<file path="src/rtl/serial_sub_pkg.sv">
// serial_sub_pkg: shared state encoding and default width for the serial subtractor
package serial_sub_pkg;
    localparam int DEF_WIDTH = 4;
    typedef enum logic [1:0] {IDLE = 2'd0, CALC = 2'd1, DONE = 2'd2} state_t;
endpackage

</file>
<file path="src/rtl/serial_subtractor_if.sv">
// serial_subtractor_if: request/result bundle between a requester and the serial subtractor
interface serial_subtractor_if import serial_sub_pkg::*; #(parameter int WIDTH = DEF_WIDTH);
    logic             i_start;
    logic [WIDTH-1:0] i_a;
    logic [WIDTH-1:0] i_b;
    logic             i_bin;
    logic             o_busy;
    logic             o_done;
    logic [WIDTH-1:0] o_diff;
    logic             o_bout;
    modport master (output i_start, i_a, i_b, i_bin, input o_busy, o_done, o_diff, o_bout);
    modport slave  (input i_start, i_a, i_b, i_bin, output o_busy, o_done, o_diff, o_bout);
endinterface

</file>
<file path="src/rtl/full_subtractor.sv">
// full_subtractor: one-bit combinational subtract stage with borrow
module full_subtractor (
    input  logic i_a,
    input  logic i_b,
    input  logic i_bin,
    output logic o_diff,
    output logic o_bout
);
    assign o_diff = i_a ^ i_b ^ i_bin;
    assign o_bout = (~i_a & i_b) | (~(i_a ^ i_b) & i_bin);
endmodule

</file>
<file path="src/rtl/serial_subtractor.sv">
// serial_subtractor: LSB-first bit-serial a - b - bin, one bit per clock
module serial_subtractor import serial_sub_pkg::*; #(
    parameter int WIDTH = DEF_WIDTH
) (
    input  logic                i_clk,
    input  logic                i_rst_n,
    serial_subtractor_if.slave  bus
);
    localparam int CW = $clog2(WIDTH + 1);
    state_t           state, state_nx;
    logic [WIDTH-1:0] a_sr, b_sr, d_sr;
    logic [CW-1:0]    cnt;
    logic             borrow, d_bit, b_bit, last;
    full_subtractor u_fs (
        .i_a    (a_sr[0]),
        .i_b    (b_sr[0]),
        .i_bin  (borrow),
        .o_diff (d_bit),
        .o_bout (b_bit)
    );
    assign last = cnt == CW'(WIDTH - 1);
    always_ff @(posedge i_clk) begin
        if (!i_rst_n) state <= IDLE;
        else          state <= state_nx;
    end
    always_comb begin
        state_nx   = IDLE;
        bus.o_busy = state != IDLE;
        bus.o_done = state == DONE;
        case (state)
            IDLE:    state_nx = bus.i_start ? CALC : IDLE;
            CALC:    state_nx = last ? DONE : CALC;
            default: state_nx = IDLE;
        endcase
    end
    // the result registers are written only on the final bit so partial sums never show
    always_ff @(posedge i_clk) begin
        if (!i_rst_n) begin
            a_sr       <= '0;
            b_sr       <= '0;
            d_sr       <= '0;
            cnt        <= '0;
            borrow     <= 1'b0;
            bus.o_diff <= '0;
            bus.o_bout <= 1'b0;
        end else if (state == IDLE && bus.i_start) begin
            a_sr   <= bus.i_a;
            b_sr   <= bus.i_b;
            d_sr   <= '0;
            cnt    <= '0;
            borrow <= bus.i_bin;
        end else if (state == CALC) begin
            a_sr   <= a_sr >> 1;
            b_sr   <= b_sr >> 1;
            d_sr   <= {d_bit, d_sr[WIDTH-1:1]};
            cnt    <= cnt + 1'b1;
            borrow <= b_bit;
            if (last) begin
                bus.o_diff <= {d_bit, d_sr[WIDTH-1:1]};
                bus.o_bout <= b_bit;
            end
        end
    end
endmodule

</file>
<file path="src/flat_wrapper.sv">
// flat-port wrapper written by rule: the top's interface ports become plain ports
module serial_subtractor_flat import serial_sub_pkg::*;
#(
    parameter int WIDTH = DEF_WIDTH
)
  (i_clk, i_rst_n, bus_i_start, bus_i_a, bus_i_b, bus_i_bin, bus_o_busy, bus_o_done, bus_o_diff, bus_o_bout);
  serial_subtractor_if #(.WIDTH(WIDTH)) bus_i ();
  input  logic i_clk;
  input  logic i_rst_n;
  input wire logic [$bits(bus_i.i_start)-1:0] bus_i_start;
  input wire logic [$bits(bus_i.i_a)-1:0] bus_i_a;
  input wire logic [$bits(bus_i.i_b)-1:0] bus_i_b;
  input wire logic [$bits(bus_i.i_bin)-1:0] bus_i_bin;
  output wire logic [$bits(bus_i.o_busy)-1:0] bus_o_busy;
  output wire logic [$bits(bus_i.o_done)-1:0] bus_o_done;
  output wire logic [$bits(bus_i.o_diff)-1:0] bus_o_diff;
  output wire logic [$bits(bus_i.o_bout)-1:0] bus_o_bout;
  assign bus_i.i_start = bus_i_start;
  assign bus_i.i_a = bus_i_a;
  assign bus_i.i_b = bus_i_b;
  assign bus_i.i_bin = bus_i_bin;
  assign bus_o_busy = bus_i.o_busy;
  assign bus_o_done = bus_i.o_done;
  assign bus_o_diff = bus_i.o_diff;
  assign bus_o_bout = bus_i.o_bout;
  serial_subtractor #(.WIDTH(WIDTH)) u_core (.i_clk(i_clk), .i_rst_n(i_rst_n), .bus(bus_i));
endmodule
</file>
<file path="config.mk">
export PLATFORM = sky130hd
export DESIGN_NAME = serial_subtractor_flat
export DESIGN_NICKNAME = d
export VERILOG_FILES = /design/src/rtl/serial_sub_pkg.sv /design/src/rtl/serial_subtractor_if.sv /design/src/rtl/full_subtractor.sv /design/src/rtl/serial_subtractor.sv /design/src/flat_wrapper.sv
export SDC_FILE = /design/constraint.sdc
export NUM_CORES = 1
export LEC_CHECK = 0
export ABC_AREA = 0
export BUFFER_PORTS_ARGS = -buffer_cell sky130_fd_sc_hd__buf_2
export CAP_MARGIN = 20
export CORE_MARGIN = 1
export CORE_UTILIZATION = 52
export CTS_CLUSTER_DIAMETER = 150
export DETAILED_ROUTE_END_ITERATION = 16
export PLACE_DENSITY_LB_ADDON = 0.05
export SLEW_MARGIN = 15
export SYNTH_ARGS = -nofsm -noshare
export SYNTH_HDL_FRONTEND = slang
export SYNTH_SLANG_ARGS = --single-unit
export TNS_END_PERCENT = 20
</file>
<file path="constraint.sdc">
create_clock -name i_clk -period 1.7 [get_ports i_clk]
set_clock_uncertainty 0.15 [all_clocks]
set_input_delay 0.255 -clock i_clk [delete_from_list [all_inputs] [get_ports i_clk]]
set_output_delay 0.255 -clock i_clk [all_outputs]
set_load 0.01 [all_outputs]
</file>
* Word level (Yosys, flattened, before mapping) *
Index checks and enable logic that the tools add are counted.

word-level totals
  output and inout bits = 7
  flip-flop bits (word level) = 23
  input port bits = 12
  word-level logic and storage cells = 36

cells by class
  add/subtract/negate cells = 1
  muxes and demuxes = 9
  reductions and logical operators = 6
  bitwise gates (word level) = 9
  eq/ne operators = 3

operators with widths
  kind                   number
  $mux W4                4
  $not A1 Y1             4
  $pmux W2 S2            1
  $reduce_bool A2 Y1     2
  $add A3 B1 Y3 const B  1
  $eq A3 B2 Y1 const B   1
  $mux W1                3
  $reduce_and A3 Y1      1
  $and A1 B1 Y1          2
  $eq A2 B1 Y1 const B   1
  $eq A2 B2 Y1 const B   1
  $logic_not A2 Y1       1
  $mux W2                1
  $reduce_or A2 Y1       1
  $xor A1 B1 Y1          2
  $logic_and A1 B1 Y1    1
  $or A1 B1 Y1           1

* Logic depth before layout (Yosys ltp) *
Gate-level depths: netlist of run 1.

  depth after elaboration = 6
  mapped depth = 6
  mapped depth without buffers = 5

* Modules after synthesis *
From an unflattened synthesis of run 1, not the netlist that was laid out.

second synthesis, totals
  cell total of the unflattened synthesis = 112
  area, all modules = 969.7 sq um

by module, submodules not included
  module             cells an instance  area each (sq um)  sequential area each (sq um)  instances
  serial_subtractor  108                938.4              440.4                         1
  full_subtractor    4                  31.3               0.0                           1

* Worst setup path after synthesis of run 1 *
OpenSTA, ideal clock, no wires.

  path type = register to register
  start point = register u_core.cnt[0]
  end point = register u_core.bus.o_diff[0]
  path slack = 355 ps
  data required time = 1479 ps
  period minus slack after synthesis = 1345 ps
  setup time = 71 ps
  stages on the path, launching flop included = 7
  data arrival time = 1124 ps
  path buffers = 1
  cell sequence = dfxtp_1 -> ha_1 -> ha_1 -> buf_2 -> nand3b_1 -> nand2_1 -> a21oi_1

on the way
  cells in the longest elaborated chain, start to end = 2

RTL lines
  what                         line                        text
  start: declaration           serial_subtractor.sv:12     logic [CW-1:0] cnt;
  start signal: assignment     serial_subtractor.sv:56     cnt <= cnt + 1'b1;
  $eq A3 B2 Y1                 serial_subtractor.sv:21     assign last = cnt == CW'(WIDTH - 1);
  $reduce_and A3 Y1 (no line)  --
  end signal: assignment       serial_subtractor.sv:59     bus.o_diff <= {d_bit, d_sr[WIDTH-1:1]};
  end: declaration             serial_subtractor_if.sv:12  modport slave (input i_start, i_a, i_b, i_bin, output o_busy, o_done, o_diff, o_bout);

Every way passes these cells.
A chain may end at the register's enable or synchronous reset.

* Worst setup path in the final report of run 1 *
  start point = register u_core.state[0]
  end point = output bus_o_busy

on the way
  cells in the longest elaborated chain, start to end = 1

RTL lines
  what                      line                     text
  start: declaration        serial_subtractor.sv:10  state_t state, state_nx;
  start signal: assignment  serial_subtractor.sv:24  else state <= state_nx;
  $reduce_bool A2 Y1        serial_subtractor.sv:28  bus.o_busy = state != IDLE;
  end: declaration          flat_wrapper.sv:14       output wire logic [$bits(bus_i.o_busy)-1:0] bus_o_busy;

Every way passes these cells.

==> flow_metrics.tcl, run 1 <==
set metrics [dict create \
    status "finished, final reports clean" \
    whs_ns 0.0162 \
    cp_top_family "flip-flops" \
    die_w_microns 44.9 \
    rsz0062_at_grt "false" \
    cts_tree "done" \
    synth_cell_types 27 \
    peakVddDrop_uv 539 \
    crit_chain "buf_4 -> or2_2 -> buf_2" \
    clockBufferDepth 2 \
    synth-compound-area-share 0.196 \
    row_count 15 \
    antenna_found_initial 0 \
    p_leak_nw 0.436 \
    placedCellCount 150 \
    cpMaxStageDelayCell "dfxtp_2" \
    coreArea_sq_um 1730 \
    clk_latency_ns 0.31 \
    cts_hold_buf 0 \
    placed_area_sq_um 1040 \
    cp_max_fo 8 \
    grt_pass1_wl_microns 2900 \
    syn_area_per_cell_sq_um 8.47 \
    fin_crit_ns 1.64 \
    wl_per_cell_microns 11.0 \
    drt-vias-per-instance 5.03 \
    crit_buf_inv 2 \
    hold_viol 0 \
    synth_top_family_by_area "simple AND/OR/NAND/NOR gates" \
    critical_path_class "flip-flop to output pin" \
    synthesis.area_sq_um 957 \
    worstMarginPinSlew_ns 0.407 \
    vias 774 \
    grt_max_degree 17 \
    synth_fa_ha_area_frac 0.0471 \
    multi_input_area_sq_um 452 \
    r2r_cells 3 \
    port_buffers 18 \
    ys.warnings.count 0 \
    final_cell_mix "a21oi_1 (22), dfxtp_1 (21), nand2_1 (18), buf_2 (18), nor2_1 (7)" \
    cts.clk_slew.worst_paths_ns 0.12 \
    grt_use_total 0.195 \
    die-height_microns 44.9 \
    num-fill-cells 172 \
    synthSimpleGateAreaFrac 0.220 \
    synth_xor_area_frac 0.00915 \
    min_path_cells 3 \
    startpoint_type "flip-flop" \
    dieArea_sq_um 2020 \
    cap_violations 0 \
    fin_crit_sh 0.966 \
    drive_above_1_share 0.225 \
    synthTopCellsByArea "dfxtp_1 (46%), a21oi_1 (12%), nand2_1 (7.1%)" \
    layout_commonest_cell "a21oi_1" \
    start_util 0.554 \
    drc 0 \
    finalSetupTns_ns 0 \
    ys_seq_elements 22 \
    hp-class "input pin to flip-flop" \
    cp.required_ns 1.29 \
    cts_made_buffers 3 \
    yosys-mux-area-fraction 0 \
    cts_max_level 1 \
    synth_fp_nets 128 \
    area_delta_synth_final_pct 12.9 \
    fin_nets 145 \
    arrival_ns 1.24 \
    dpl.hpwl_microns 1220 \
    critPathMaxStageDelay_ns 0.37 \
    ys_seq_area_frac 0.460 \
    layout.cells.non_filler 154 \
    overflow 0 \
    power_density_nw_per_um2 912 \
    firstDrtPassIters 3 \
    netlist_instances 113 \
    slew_headroom 0.729 \
    antenna_cells 0 \
    yosys.area.top_type "dfxtp_1" \
    regArea_sq_um 442 \
    grt_pass1_vias 740 \
    worst-path-stages 3 \
    gp_congestion 0.738 \
    drt-initial-drc-count 8 \
    fin_area_sq_um 1080 \
    ios 19 \
    postRouteAntennaNets 0 \
    routed_wl_microns 1700 \
    synth_top_area_frac 0.460 \
    endpoint_kind "output pin" \
    setup_violations 0 \
    max_freq_mhz 609 \
    cts_sinks 22 \
    clockRootBuffer "clkbuf_4" \
    maxSlewViolCount 0 \
]
tightest hold or removal path, stage by stage:
cell and delay [ns]:
buf_2 0.10, nand2_1 0.04, a21oi_1 0.05
metal layers:
metal / track usage / vias up / routed length, microns
met5: 0 / - / 0
met1: 0.240 / 339 / 878
met3: 0.0240 / 5 / 46
met2: 0.338 / 14 / 744
li1: - / 416 / -
met4: 0.0909 / 0 / 31
metrics by stage:
stage	utilization	power (mW)	setup slack, ns
after global routing	0.626	1.03	0.0122
after CTS	0.625	0.985	0.0302
after detailed placement	0.604	0.705	0.220
after floorplan	-	0.670	0.355
final	0.626	0.985	0.0579
after global placement	0.604	0.703	0.227
power breakdown:
group          switching (mW)  internal, mW
registers              0.0164         0.542
logic                  0.0757        0.0596
clock network           0.161         0.131
kinds of logic after synthesis:
| family | count (synthesis) |
|---|---|
| simple gates | 43 |
| compound gates | 32 |
| flops | 22 |
| buf+inv | 12 |
| fa+ha+maj | 3 |
| xor+xnor | 1 |
synthesized netlist by cell type:
library cell and instances:
a211oi_1 1, a21oi_1 22, a311oi_1 1, buf_2 4
buf_4 2, buf_6 1, clkbuf_1 1, dfxtp_1 22
fa_1 1, ha_1 2, inv_1 4, nand2_1 18
nand2_2 1, nand2b_1 1, nand3_1 6, nand3b_1 1
nor2_1 7, nor2_2 1, nor2b_1 4, nor3b_1 1
nor3b_2 1, o21a_1 1, o21ai_1 4, o221a_1 3
or2_2 1, or3b_1 1, xnor2_1 1
registers in the layout (all words and copies together) (netlist names):
signal / flops
u_core.borrow: 1
u_core.bus.o_bout: 1
u_core.a_sr: 4
u_core.d_sr: 3
u_core.cnt: 3
u_core.state: 2
u_core.bus.o_diff: 4
u_core.b_sr: 4
final timing paths:
kind         slack, ns                  from                    to
max               0.06       u_core.state[0]            bus_o_busy
min               0.02            bus_i_a[3]        u_core.a_sr[3]
max reg2reg       0.20       u_core.state[1]         u_core.cnt[2]
min reg2reg       0.31  u_core.bus.o_diff[3]  u_core.bus.o_diff[3]
what timing repair did:
item                                    4_1_cts  5_1_grt
buffers inserted                              0        0
endpoints found under the setup margin        0        1
resized for setup                             0        1
endpoints found under the hold margin         0        0
cell type report:
| type | instances | area share |
|---|---|---|
| multi-input cells | 79 | 0.418 |
| repair buffers | 20 | 0.0972 |
| flip-flops and latches | 22 | 0.409 |
| clock buffers | 4 | 0.0336 |
| well taps | 25 | 0.0289 |
| inverters | 4 | 0.0139 |
(Power assumes the default switching activity.)
==> inputs of run 2 (changes only) <==
--- a/config.mk
+++ b/config.mk
@@ -9,9 +9,11 @@
 export BUFFER_PORTS_ARGS = -buffer_cell sky130_fd_sc_hd__buf_2
 export CAP_MARGIN = 20
 export CORE_MARGIN = 1
-export CORE_UTILIZATION = 52
+export CORE_UTILIZATION = 55
+export CTS_BUF_LIST = sky130_fd_sc_hd__clkbuf_8
 export CTS_CLUSTER_DIAMETER = 150
 export DETAILED_ROUTE_END_ITERATION = 16
+export HOLD_SLACK_MARGIN = 0.06
 export PLACE_DENSITY_LB_ADDON = 0.05
 export SLEW_MARGIN = 15
 export SYNTH_ARGS = -nofsm -noshare
==> flow_metrics.tcl, run 2 (synthesis gave the netlist of run 1 again) <==
set metrics [dict create \
    coreArea_sq_um 1560 \
    grt_pass1_wl_microns 2950 \
    die_w_microns 43.7 \
    cts_resized 0 \
    overflow 0 \
    layout.cells.non_filler 144 \
    multi_input_area_sq_um 452 \
    cts_tree "done" \
    hold_viol 0 \
    area_delta_synth_final_pct 12.2 \
    cts_max_level 1 \
    violations "design-rule violations" \
    drt-vias-per-instance 5.35 \
    crit_chain "buf_4 -> or2_2 -> buf_2" \
    clk_latency_ns 0.26 \
    placedCellCount 141 \
    startpoint_type "flip-flop" \
    drc 1 \
    cap_violations 0 \
    post_cts_buffers 0 \
    clockRootBuffer "clkbuf_8" \
    fin_crit_sh 0.941 \
    vias 770 \
    routed_wl_microns 1670 \
    die-height_microns 43.7 \
    cts.clk_slew.worst_paths_ns 0.07 \
    num-fill-cells 151 \
    antenna_found_initial 0 \
    fin_nets 145 \
    hp-class "input pin to flip-flop" \
    reg_top3 "u_core.a_sr x4, u_core.b_sr x4, u_core.bus.o_diff x4" \
    firstDrtPassIters 10 \
    max_freq_mhz 625 \
    critical_path_class "flip-flop to output pin" \
    cpMaxStageDelayCell "dfxtp_1" \
    gp_congestion 0.763 \
    cp.required_ns 1.29 \
    final_cell_mix "a21oi_1 (22), dfxtp_1 (22), nand2_1 (18), buf_2 (18), nor2_1 (7)" \
    grt_pass1_vias 677 \
    wl_per_cell_microns 11.6 \
    grt_max_degree 17 \
    finalSetupTns_ns 0 \
    drive_above_1_share 0.211 \
    arrival_ns 1.20 \
    start_util 0.614 \
    clockBufferDepth 2 \
    postRouteAntennaNets 0 \
    cp_max_fo 9 \
    status "finished, violations left" \
    whs_ns 0.0842 \
    maxSlewViolCount 0 \
    cts_hold_buf 0 \
    dieArea_sq_um 1910 \
    setup_violations 0 \
    slew_headroom 0.721 \
    cts_made_buffers 3 \
    power_density_nw_per_um2 935 \
    peakVddDrop_uv 576 \
    total_power_mw 1.00 \
    rsz0062_at_grt "false" \
    p_leak_nw 0.437 \
    fin_crit_ns 1.60 \
    antenna_cells 0 \
    dpl.hpwl_microns 1250 \
    final_util 0.689 \
    grt_use_total 0.210 \
    regArea_sq_um 440 \
    endpoint_kind "output pin" \
    worstMarginPinSlew_ns 0.418 \
    cts_sinks 22 \
    critPathMaxStageDelay_ns 0.35 \
    ios 19 \
    drt-initial-drc-count 10 \
    port_buffers 18 \
    row_count 14 \
]
[run 2: metrics by stage]
stage | cell area, sq um | setup slack, ns
after global placement | 1030 | 0.220
after CTS | 1070 | 0.0911
after detailed placement | 1030 | 0.247
after floorplan | 957 | 0.355
final | 1070 | 0.0997
after global routing | 1070 | 0.0541
[run 2: path summary, 6_finish.rpt]
check | startpoint | end | slack, ns | cells past startpoint
worst min register to register | u_core.b_sr[2] | u_core.b_sr[2] | 0.30 | 2
worst min-delay path | bus_i_b[3] | u_core.b_sr[3] | 0.08 | 3
worst max register to register | u_core.state[1] | u_core.cnt[2] | 0.23 | 3
worst max-delay path | u_core.state[0] | bus_o_busy | 0.1 | 3
[run 2: worst max-delay path: cells and delay by family, from the launching register on]
family	cells	cell delay [ns]
simple gates	1	0.27
buf+inv	2	0.32
flops	1	0.35
[run 2: cell type report]
class,instances,area share
multi-input cells,79,0.421
clock buffers,3,0.0385
well taps,16,0.0186
flip-flops and latches,22,0.410
inverters,4,0.0140
repair buffers,20,0.0979
[run 2: per-layer routing]
| metal | track usage | part of all wire | routed length [microns] | up-vias |
|---|---|---|---|---|
| met2 | 0.310 | 0.47 | 783 | 13 |
| li1 | - | - | - | 410 |
| met5 | 0 | 0 | 0 | - |
| met4 | 0.131 | 0.016 | 27 | 0 |
| met1 | 0.282 | 0.49 | 814 | 343 |
| met3 | 0.0375 | 0.026 | 44 | 4 |
[run 2: power breakdown]
part           switching, mW  internal (mW)  leakage [nW]  total, mW
Combinational         0.0757         0.0594         0.235      0.135
Clock                  0.154          0.158        0.0216      0.312
Sequential            0.0161          0.541         0.180      0.557
Total                  0.246          0.758         0.437       1.00
==> inputs of run 3 (changes only) <==
--- a/config.mk
+++ b/config.mk
@@ -5,11 +5,11 @@
 export SDC_FILE = /design/constraint.sdc
 export NUM_CORES = 1
 export LEC_CHECK = 0
-export ABC_AREA = 0
+export ABC_AREA = 1
 export BUFFER_PORTS_ARGS = -buffer_cell sky130_fd_sc_hd__buf_2
 export CAP_MARGIN = 20
 export CORE_MARGIN = 1
-export CORE_UTILIZATION = 55
+export CORE_UTILIZATION = 56
 export CTS_BUF_LIST = sky130_fd_sc_hd__clkbuf_8
 export CTS_CLUSTER_DIAMETER = 150
 export DETAILED_ROUTE_END_ITERATION = 16
==> flow_metrics.tcl, run 3 <==
set metrics [dict create \
    status "finished, final reports clean" \
    fin_crit_ns 1.61 \
    yosys.area.top_type "dfxtp_1" \
    syn_area_per_cell_sq_um 7.37 \
    maxSlewViolCount 0 \
    slew_headroom 0.696 \
    clockBufferDepth 2 \
    layout_commonest_cell "nand2_1" \
    max_freq_mhz 621 \
    startpoint_type "flip-flop" \
    firstDrtPassIters 4 \
    synthFlopType "dfxtp_1" \
    synth_xor_area_frac 0.00861 \
    cts.clk_slew.worst_paths_ns 0.08 \
    post_cts_buffers 0 \
    critPathMaxStageDelay_ns 0.61 \
    cts_resized 0 \
    drc 0 \
    start_util 0.596 \
    hold_viol 0 \
    dpl.hpwl_microns 1390 \
    num-fill-cells 143 \
    reg_top3 "u_core.a_sr x4, u_core.b_sr x4, u_core.bus.o_diff x4" \
    synth_fa_ha_area_frac 0.0443 \
    multi_input_area_sq_um 478 \
    overflow 0 \
    regArea_sq_um 440 \
    p_leak_nw 0.596 \
    cts_hold_buf 0 \
    postRouteAntennaNets 0 \
    power_density_nw_per_um2 977 \
    drive_above_1_share 0.210 \
    synthSimpleGateAreaFrac 0.332 \
    grt_pass1_wl_microns 3360 \
    die_w_microns 44.6 \
    routed_wl_microns 1950 \
    cts_max_level 1 \
    coreArea_sq_um 1710 \
    yosys-mux-area-fraction 0 \
    die-height_microns 44.6 \
    synth_cell_types 19 \
    grt_use_total 0.229 \
    hp-class "input pin to flip-flop" \
    synth.most_common_cell "nand2_1" \
    final_cell_mix "nand2_1 (42), dfxtp_1 (22), buf_2 (18), nand3_1 (16), inv_1 (15)" \
    worstMarginPinSlew_ns 0.456 \
    antenna_found_initial 0 \
    ys_seq_area_frac 0.433 \
    grt_max_degree 14 \
    synthArstFlopShare 0 \
    peakVddDrop_uv 663 \
    dieArea_sq_um 1990 \
    synth_top_area_frac 0.433 \
    fin_area_sq_um 1190 \
    netlist_instances 138 \
    fin_crit_sh 0.948 \
    vias 867 \
    endpoint_kind "output pin" \
    placed_area_sq_um 1120 \
    port_buffers 18 \
    ys_seq_elements 22 \
    synthTopCellsByCount "nand2_1 (42), dfxtp_1 (22), nand3_1 (16)" \
    finalSetupTns_ns 0 \
    synth-compound-area-share 0.0849 \
    synthTopCellsByArea "dfxtp_1 (43%), nand2_1 (15%), nand3_1 (7.9%)" \
    row_count 15 \
    cap_violations 0 \
    critical_path_class "flip-flop to output pin" \
    ios 19 \
    cts_made_buffers 3 \
    gp_congestion 0.797 \
    cp_max_fo 9 \
    clk_latency_ns 0.26 \
    wl_per_cell_microns 10.7 \
    rsz0062_at_grt "false" \
    synthesis.area_sq_um 1020 \
    cts_tree "done" \
    antenna_cells 0 \
    synth_top_family_by_area "simple AND/OR/NAND/NOR gates" \
    fin_nets 173 \
    cpMaxStageDelayCell "dfxtp_1" \
    synth_edf_count 0 \
    drt-initial-drc-count 13 \
    setup_violations 0 \
    arrival_ns 1.21 \
    cts_sinks 22 \
    area_delta_synth_final_pct 16.9 \
    grt_pass1_vias 811 \
    drt-vias-per-instance 4.76 \
    clockRootBuffer "clkbuf_8" \
    ys.warnings.count 0 \
    synth_fp_nets 153 \
    crit_chain "nor2_4 -> inv_1 -> buf_2" \
    cp.required_ns 1.29 \
]
==> run 3: per-stage QoR <==
stage                     utilization  cells  setup slack (ns)  hold slack, ns  power [mW]
after global routing            0.696    182            0.0251          0.0976        1.22
after detailed placement        0.654    178             0.325           0.312       0.690
after global placement          0.654    178             0.349           0.307       0.687
after CTS                       0.696    182            0.0852          0.0921        1.17
final                           0.696    182            0.0884          0.0933        1.16
after floorplan                     -    138             0.458           0.248       0.660
==> run 3: final timing paths <==
kind,startpoint,end,slack [ns],depth (start not counted)
max reg2reg,u_core.state[0],u_core.borrow,0.29,6
max,u_core.state[0],bus_o_busy,0.09,3
min reg2reg,u_core.bus.o_diff[2],u_core.bus.o_diff[2],0.32,2
min,bus_i_a[3],u_core.a_sr[3],0.09,3
==> run 3: power breakdown <==
part	internal [mW]	total [mW]	switching [mW]	leakage [nW]
Clock	0.314	0.481	0.167	0.0357
Combinational	0.0473	0.124	0.0767	0.381
Sequential	0.536	0.555	0.0192	0.179
Total	0.898	1.16	0.263	0.596
==> run 3: area by class of cell <==
cell class | count | share of cell area
flip-flops and latches | 22 | 0.371
inverters | 20 | 0.0653
multi-input cells | 93 | 0.402
well taps | 25 | 0.0263
repair buffers | 18 | 0.0758
clock inverters | 1 | 0.0253
clock buffers | 3 | 0.0347
==> run 3: kinds of logic (layout without fill, tap and decap cells) <==
kind of cell | Yosys count | count (layout)
buf+inv | 23 | 42
simple gates | 74 | 74
flops | 22 | 22
fa+ha+maj | 3 | 3
compound gates | 15 | 15
xor+xnor | 1 | 1
==> run 3: metal layers <==
layer	global-route usage	vias to the layer above	wire length [microns]	part of all wire
met5	0	-	0	0
met4	0.0909	0	35	0.018
met3	0.0367	4	62	0.032
met2	0.374	14	893	0.46
met1	0.302	385	957	0.49
li1	-	464	-	-
==> run 3: critical path, delay by kind of cell (launching register included) <==
kind | cells | cell delay, ns
AND/OR/NAND/NOR | 1 | 0.13
buffers and inverters | 2 | 0.21
flip-flops | 1 | 0.61
